[config.mk]
export PLATFORM = sky130hd
export DESIGN_NAME = dmem_byte_ctrl
export DESIGN_NICKNAME = d
export VERILOG_FILES = /design/src/rtl/dmem_byte_ctrl.sv
export SDC_FILE = /design/constraint.sdc
export NUM_CORES = 1
export LEC_CHECK = 0
export CAP_MARGIN = 0
export CORE_MARGIN = 3
export CORE_UTILIZATION = 35
export CTS_CLUSTER_DIAMETER = 80
export DETAILED_ROUTE_END_ITERATION = 10
export GPL_ROUTABILITY_DRIVEN = 0
export GPL_TIMING_DRIVEN = 1
export PLACE_DENSITY = 0.71
export SETUP_SLACK_MARGIN = 0.15
export SLEW_MARGIN = 20
export SYNTH_ARGS = -nofsm -noshare
export SYNTH_HDL_FRONTEND = slang
export SYNTH_SLANG_ARGS = --single-unit
export TNS_END_PERCENT = 20
[constraint.sdc]
create_clock -name clk -period 7.45 [get_ports clk]
set_input_delay 1.49 -clock clk [delete_from_list [all_inputs] [get_ports clk]]
set_output_delay 1.49 -clock clk [all_outputs]
set_load 0.1 [all_outputs]
[src/rtl/dmem_byte_ctrl.sv]
// Word-to-byte data-memory controller: splits one 32-bit load/store into four
// big-endian byte beats on a synchronous-read byte RAM and returns a one-cycle response.
module dmem_byte_ctrl #(
  parameter int ADDR_WIDTH = 8
) (
  input  logic                  clk,
  input  logic                  reset,
  input  logic                  req_valid,
  output logic                  req_ready,
  input  logic                  req_we,
  input  logic [31:0]           req_addr,
  input  logic [31:0]           req_wdata,
  output logic                  rsp_valid,
  output logic [31:0]           rsp_rdata,
  output logic                  rsp_err,
  output logic                  mem_en,
  output logic                  mem_we,
  output logic [ADDR_WIDTH-1:0] mem_addr,
  output logic [7:0]            mem_wdata,
  input  logic [7:0]            mem_rdata
);

  typedef enum logic [1:0] {IDLE, ACCESS, DRAIN, RESP} state_t;

  state_t                  state, state_d;
  logic [1:0]              beat;
  logic                    we_q;
  logic [ADDR_WIDTH-1:0]   base_q;
  logic [31:0]             wdata_q;
  logic [31:0]             shift_q;
  logic                    rd_pend;
  logic                    handshake;
  logic                    bad_req;

  assign req_ready = (state == IDLE);
  assign rsp_valid = (state == RESP);
  assign handshake = req_valid & req_ready;
  assign bad_req   = (|req_addr[1:0]) | (|req_addr[31:ADDR_WIDTH]);

  // NOTE: every always_comb output gets a default first so no path infers a latch.
  always_comb begin
    state_d = state;
    case (state)
      IDLE:    if (handshake) state_d = bad_req ? RESP : ACCESS;
      ACCESS:  if (beat == 2'd3) state_d = we_q ? RESP : DRAIN;
      DRAIN:   state_d = RESP;
      RESP:    state_d = IDLE;
      default: state_d = IDLE;
    endcase
  end

  // Strobes are a pure decode of state so reset silences them asynchronously.
  always_comb begin
    mem_en    = 1'b0;
    mem_we    = 1'b0;
    mem_addr  = '0;
    mem_wdata = '0;
    if (state == ACCESS) begin
      mem_en   = 1'b1;
      mem_we   = we_q;
      mem_addr = base_q + ADDR_WIDTH'(beat);
      case (beat)
        2'd0:    mem_wdata = wdata_q[31:24];
        2'd1:    mem_wdata = wdata_q[23:16];
        2'd2:    mem_wdata = wdata_q[15:8];
        default: mem_wdata = wdata_q[7:0];
      endcase
    end
  end

  // NOTE: sequential state uses non-blocking assignments only, so every register
  // samples the pre-edge value of its neighbours.
  always_ff @(posedge clk or posedge reset) begin
    if (reset) begin
      state     <= IDLE;
      beat      <= '0;
      we_q      <= 1'b0;
      base_q    <= '0;
      wdata_q   <= '0;
      shift_q   <= '0;
      rd_pend   <= 1'b0;
      rsp_rdata <= '0;
      rsp_err   <= 1'b0;
    end else begin
      state   <= state_d;
      // Read data arrives one cycle after its strobe.
      rd_pend <= (state == ACCESS) && !we_q;
      if (rd_pend) shift_q <= {shift_q[23:0], mem_rdata};

      case (state)
        IDLE: begin
          if (handshake) begin
            we_q    <= req_we;
            base_q  <= req_addr[ADDR_WIDTH-1:0];
            wdata_q <= req_wdata;
            beat    <= '0;
            if (bad_req) begin
              rsp_rdata <= '0;
              rsp_err   <= 1'b1;
            end
          end
        end
        ACCESS: begin
          beat <= beat + 2'd1;
          if (beat == 2'd3 && we_q) begin
            rsp_rdata <= '0;
            rsp_err   <= 1'b0;
          end
        end
        DRAIN: begin
          // Last byte is still on mem_rdata; fold it in directly.
          rsp_rdata <= {shift_q[23:0], mem_rdata};
          rsp_err   <= 1'b0;
        end
        default: ;
      endcase
    end
  end

endmodule

==> flow_summary.json, run 1 <==
{
  "finalCriticalPeriod_ns": 4.510,
  "antennaDiodeCount": 0,
  "drtIter0Drc": 204,
  "num_rows": 41,
  "wl_met3_um": 737,
  "hold_viol": 0,
  "ys_seq_elements": 103,
  "port_buffers": 128,
  "cts_buffers": 9,
  "highest_layer": "met4",
  "avgSynthCellArea_um2": 12.26,
  "nets": 597,
  "grt_first_pass_wirelength_mm": 17.11,
  "postRouteAntennaNets": 0,
  "cts_root_buffer": "clkbuf_16",
  "crit_top_cell": "inv_1",
  "clockBufferDepth": 2,
  "clock.fmax_mhz": 221.7,
  "ctsResizeCount": 0,
  "endpoint_kind": "output pin",
  "grt_setup_unrepaired": "no",
  "period_share_pct": 60.54,
  "ios": 129,
  "worst_path_max_delay_cell": "clkdlybuf4s50_1",
  "final_cell_mix": "clkdlybuf4s50_1 (128), dfrtp_1 (103), mux2_2 (65)",
  "synth.top_cell.area_share_pct": 54.17,
  "skew_ns": 0.008427,
  "area_growth_pct": 35.13,
  "tightestPinTransition_ns": 1.007,
  "wl_mm": 10.21,
  "core-area_um2": 12980,
  "cp_max_fo": 16,
  "fin_hold_ws_ns": 0.5030,
  "status": "complete, no violations",
  "synth.area.top_cells": "dfrtp_1 (54%), mux2_2 (15%), mux2i_1 (7.2%)",
  "cts_tree": "yes",
  "syn_area_um2": 4758,
  "antenna_found_initial": 0,
  "path_class": "reg2out",
  "worstPathRequired_ns": 5.96,
  "cap_violations": 0,
  "relSlewSlack_pct": 32.63,
  "final_layout_size_suffix_gt1_share_pct": 17.90,
  "start_kind": "flip-flop",
  "grt_pass1_vias": 3535,
  "clk_latency_ns": 0.35,
  "grt_overflow_total": 0,
  "path_cells": "inv_1 -> ha_1 -> inv_1 -> nor2_1 -> clkdlybuf4s50_1",
  "final.setup.tns_ns": 0,
  "drc": 0,
  "synth.distinct_cells": 35,
  "cts_num_sinks": 103,
  "die_h_um": 122.6,
  "hold_path_class": "reg2reg",
  "start_util_pct": 36.66,
  "max_stage_delay_ns": 1.16,
  "synthFlopType": "dfrtp_1",
  "routedWlPerCell_um": 14.88,
  "hpwlAfterDp_mm": 7.437,
  "ctsHoldBuffers": 0,
  "cts_setup_buffers": 0,
  "cts.clk_slew.worst_paths_ns": 0.07,
  "n_fill_cell": 1176,
  "synth-seq-area-share_pct": 54.17,
  "vias_per_cell": 4.695,
  "drtPass1Iterations": 4,
  "synth_cells": 388,
  "grt_max_degree": 56,
  "vias": 3221,
  "ir_worst_vdd_uv": 298.1,
  "grt_util_all_layers_pct": 14.34,
  "cp.arrival_ns": 3.02,
  "setup_viol": 0,
  "yosysWarnings": 0,
  "wl_met2_mm": 5.086,
  "syn_nets": 476,
  "drv_slew": 0,
  "htree_levels": 3,
  "p_per_area_nw_per_um2": 501.7,
  "dieArea_um2": 15030,
  "synth-async-reset-ratio_pct": 100.0,
  "yosysTopAreaCell": "dfrtp_1",
  "synth_edf_count": 0,
  "leakagePower_nw": 2.750,
  "wl_met1_mm": 4.263,
  "die_w_um": 122.6,
  "final_common_cell": "clkdlybuf4s50_1"
}
==> per-stage QoR <==
step                area [um2]  setup slack, ns  instances  utilization [%]  total power [mW]
floorplan                 4758            2.797        388                -             2.449
global placement          6136            3.408        670            47.28             2.752
detailed placement        6136            3.324        670            47.28             2.796
CTS                       6427            2.912        686            49.52             3.266
global route              6430            2.707        686            49.54             3.424
finish                    6430            2.940        686            49.54             3.226
==> cell families (layout without fill, tap and decap cells) <==
group | Yosys count | count (layout) | synth area share, %
DFF | 103 | 103 | 54.17
muxes | 99 | 99 | 22.53
and+or+nand+nor | 78 | 78 | 7.678
buffers and inverters | 61 | 187 | 6.179
AOI/OAI and AO/OA | 28 | 28 | 4.839
adders and majority gates | 12 | 12 | 3.313
xor gates and xnor gates | 7 | 7 | 1.288
==> layout make-up <==
| cell class | instances | area [um2] | share of cell area (%) |
|---|---|---|---|
| Clock buffer | 9 | 225.2 | 3.503 |
| Clock inverter | 7 | 66.31 | 1.031 |
| Inverter | 40 | 152.6 | 2.374 |
| Multi-Input combinational cell | 224 | 1889 | 29.38 |
| Sequential cell | 103 | 2577 | 40.09 |
| Tap cell | 172 | 215.2 | 3.347 |
| Timing Repair Buffer | 131 | 1304 | 20.28 |
==> flip-flops by register name (all words and copies together), names as in the netlist <==
signal,count
base_q,8
beat,2
rd_pend,1
rsp_err,1
rsp_rdata,32
shift_q,24
state,2
wdata_q,32
we_q,1
==> critical path: cells and delay by family (launching register included) <==
kind / cells / cell delay [ns]
buf+inv: 3 / 1.61
flops: 1 / 0.42
simple gates: 1 / 0.24
fa+ha+maj: 1 / 0.40
==> Yosys cell counts, drive strengths merged (5+ instances only) <==
library cell,number
a21oi,10
a222oi,8
buf,9
clkbuf,12
dfrtp,103
ha,11
inv,40
mux2,65
mux2i,34
nand2,35
nor2,23
nor4,5
==> where the power goes <==
part / internal (mW) / leakage (nW) / switching (mW)
registers: 0.812 / 1.27 / 0.182
clock network: 0.233 / 0.135 / 0.218
logic: 0.637 / 1.35 / 1.14
==> per-layer routing <==
metal | track usage, % | vias to the layer above
met1 | 16.89 | 1556
met3 | 5.207 | 9
li1 | - | 1556
met2 | 24.60 | 100
met5 | 0 | -
met4 | 4.199 | 0
==> path summary, 6_finish.rpt <==
path / depth (start not counted) / start / slack [ns] / endpoint
setup / recovery: 5 / state[1] / 2.94 / mem_addr[3]
hold / removal: 1 / we_q / 0.50 / rd_pend
setup reg to reg: 7 / state[0] / 5.03 / rsp_rdata[9]
hold reg to reg: 1 / we_q / 0.50 / rd_pend
max in group asynchronous: 3 / reset / 4.76 / rsp_rdata[26]
min in group asynchronous: 2 / reset / 1.56 / rsp_rdata[8]
Power figures use the tool's default switching activity.
==> inputs of run 2 (changes only) <==
==> constraint.sdc (replaced) <==
create_clock -name clk -period 4.4 [get_ports clk]
set_input_delay 0.88 -clock clk [delete_from_list [all_inputs] [get_ports clk]]
set_output_delay 0.88 -clock clk [all_outputs]
set_load 0.1 [all_outputs]
==> run 2 against run 1 <==
  * Count of clock-buffer cells in the layout grew 2
  * Via count is 1.3% lower
  * Sequential power increased by 70%
  * Wire length is 1.1% lower
  * Die area unchanged
  * Setup slack worse by 2.4 ns
  * Utilization fell by 0.26 points
  * Sequential share of layout area grew 0.21 points
  * First-iteration DRC count decreased by 28%
  * Critical path type unchanged
==> flow_summary.json, run 2 (synthesized netlist as in run 1, its figures left out) <==
{
  "status": "complete, no violations",
  "path_class": "reg2out",
  "wl_met2_mm": 4.863,
  "fin_hold_ws_ns": 0.5045,
  "cp_max_fo": 8,
  "p_switching_mw": 2.591,
  "clockPowerShare_pct": 13.9,
  "wl_met3_um": 663,
  "setup_viol": 0,
  "n_fill_cell": 1154,
  "area_growth_pct": 34.42,
  "final_common_cell": "clkdlybuf4s50_1",
  "routedWlPerCell_um": 14.69,
  "htree_levels": 3,
  "nets": 598,
  "endpoint_kind": "output pin",
  "highest_layer": "met4",
  "cts.clk_slew.worst_paths_ns": 0.07,
  "period_share_pct": 88.02,
  "dieArea_um2": 15030,
  "core-area_um2": 12980,
  "ctsResizeCount": 0,
  "vias_per_cell": 4.627,
  "start_kind": "flip-flop",
  "finalCriticalPeriod_ns": 3.873,
  "die_h_um": 122.6,
  "grt_overflow_total": 0,
  "clk_latency_ns": 0.34,
  "hold_viol": 0,
  "antenna_found_initial": 0,
  "ctsHoldBuffers": 0,
  "num_rows": 41,
  "largestRegisters": "rsp_rdata: 32 flops, wdata_q: 32 flops, shift_q: 24 flops",
  "drc": 0,
  "grt_first_pass_wirelength_mm": 16.18,
  "cts_buffers": 9,
  "ios": 129,
  "start_util_pct": 36.66,
  "die_w_um": 122.6,
  "grt_max_degree": 59,
  "wl_met1_mm": 4.524,
  "cap_violations": 0,
  "cts_tree": "yes",
  "clockBufferDepth": 2,
  "antennaDiodeCount": 0,
  "grt_pass1_vias": 3201,
  "p_int_mw": 2.842,
  "vias": 3179,
  "clock.fmax_mhz": 258.2,
  "drtIter0Drc": 147,
  "p_comb_share_pct": 55.1,
  "ir_worst_vdd_uv": 742.2,
  "tightestPinTransition_ns": 1.008,
  "postRouteAntennaNets": 0,
  "cts_num_sinks": 103,
  "final_layout_size_suffix_gt1_share_pct": 20.58,
  "switching_share_pct": 47.69,
  "final.setup.tns_ns": 0,
  "drv_slew": 0,
  "cp.arrival_ns": 2.99,
  "p_total_mw": 5.433,
  "wl_mm": 10.10,
  "hold_path_class": "reg2reg",
  "grt_setup_unrepaired": "no",
  "relSlewSlack_pct": 32.61,
  "grt_util_all_layers_pct": 13.79,
  "final_cell_mix": "clkdlybuf4s50_1 (114), dfrtp_1 (103), mux2_2 (65)",
  "worstPathRequired_ns": 3.52,
  "port_buffers": 128,
  "cts_root_buffer": "clkbuf_16",
  "p_per_area_nw_per_um2": 849.3,
  "leakagePower_nw": 2.776,
  "p_seq_share_pct": 31.0,
  "cts_setup_buffers": 0,
  "skew_ns": 0.005153,
  "drtPass1Iterations": 5,
  "hpwlAfterDp_mm": 7.493
}
==> run 2: layout make-up <==
| class | count | area [um2] | area share, % |
|---|---|---|---|
| sequential | 103 | 2577 | 40.30 |
| clock buffer | 11 | 242.7 | 3.795 |
| timing repair buffer | 132 | 1276 | 19.95 |
| inverter | 40 | 152.6 | 2.387 |
| clock inverter | 5 | 42.54 | 0.6651 |
| tap | 172 | 215.2 | 3.365 |
| multi-input combinational | 224 | 1889 | 29.54 |
==> run 2: per-stage QoR <==
stage	setup WS [ns]	utilization, %	std cells	cell area [um2]
2_1_floorplan	0.3566	-	388	4758
3_3_place_gp	1.020	47.06	671	6108
3_5_place_dp	0.9342	47.08	671	6111
4_1_cts	0.5353	49.28	687	6396
5_1_grt	0.3840	49.28	687	6396
6_report	0.5269	49.28	687	6396
==> run 2: path summary, 6_finish.rpt <==
kind                       startpoint            end  slack [ns]  depth (start not counted)
max in group asynchronous       reset    wdata_q[30]        2.54                          3
min reg2reg                      we_q        rd_pend        0.50                          1
max reg2reg                  state[0]  rsp_rdata[17]        2.01                          7
min in group asynchronous       reset   rsp_rdata[1]        1.00                          2
min                              we_q        rd_pend        0.50                          1
max                           beat[1]   mem_wdata[2]        0.53                          7
==> run 2: per-layer routing <==
metal  vias up  global-route usage (%)
li1       1552                       -
met2        91                   22.36
met4         0                   2.729
met5         -                       0
met3         4                   5.300
met1      1532                   17.72
==> run 2: power by group through the flow <==
stage	registers [mW]	logic [mW]	clock network, mW
2_1_floorplan	2.19	1.96	0
3_3_place_gp	1.69	2.96	0
3_5_place_dp	1.70	3.02	0
4_1_cts	1.69	3.02	0.781
5_1_grt	1.75	3.19	0.819
6_report	1.69	2.99	0.753
==> run 2: critical path, stage by stage, from the launching register on <==
cell	delay, ns
dfrtp_1	0.53
inv_1	0.12
ha_1	0.30
a222oi_1	0.43
nor2_1	0.08
a21oi_1	0.14
nor2_1	0.07
clkdlybuf4s50_1	0.99
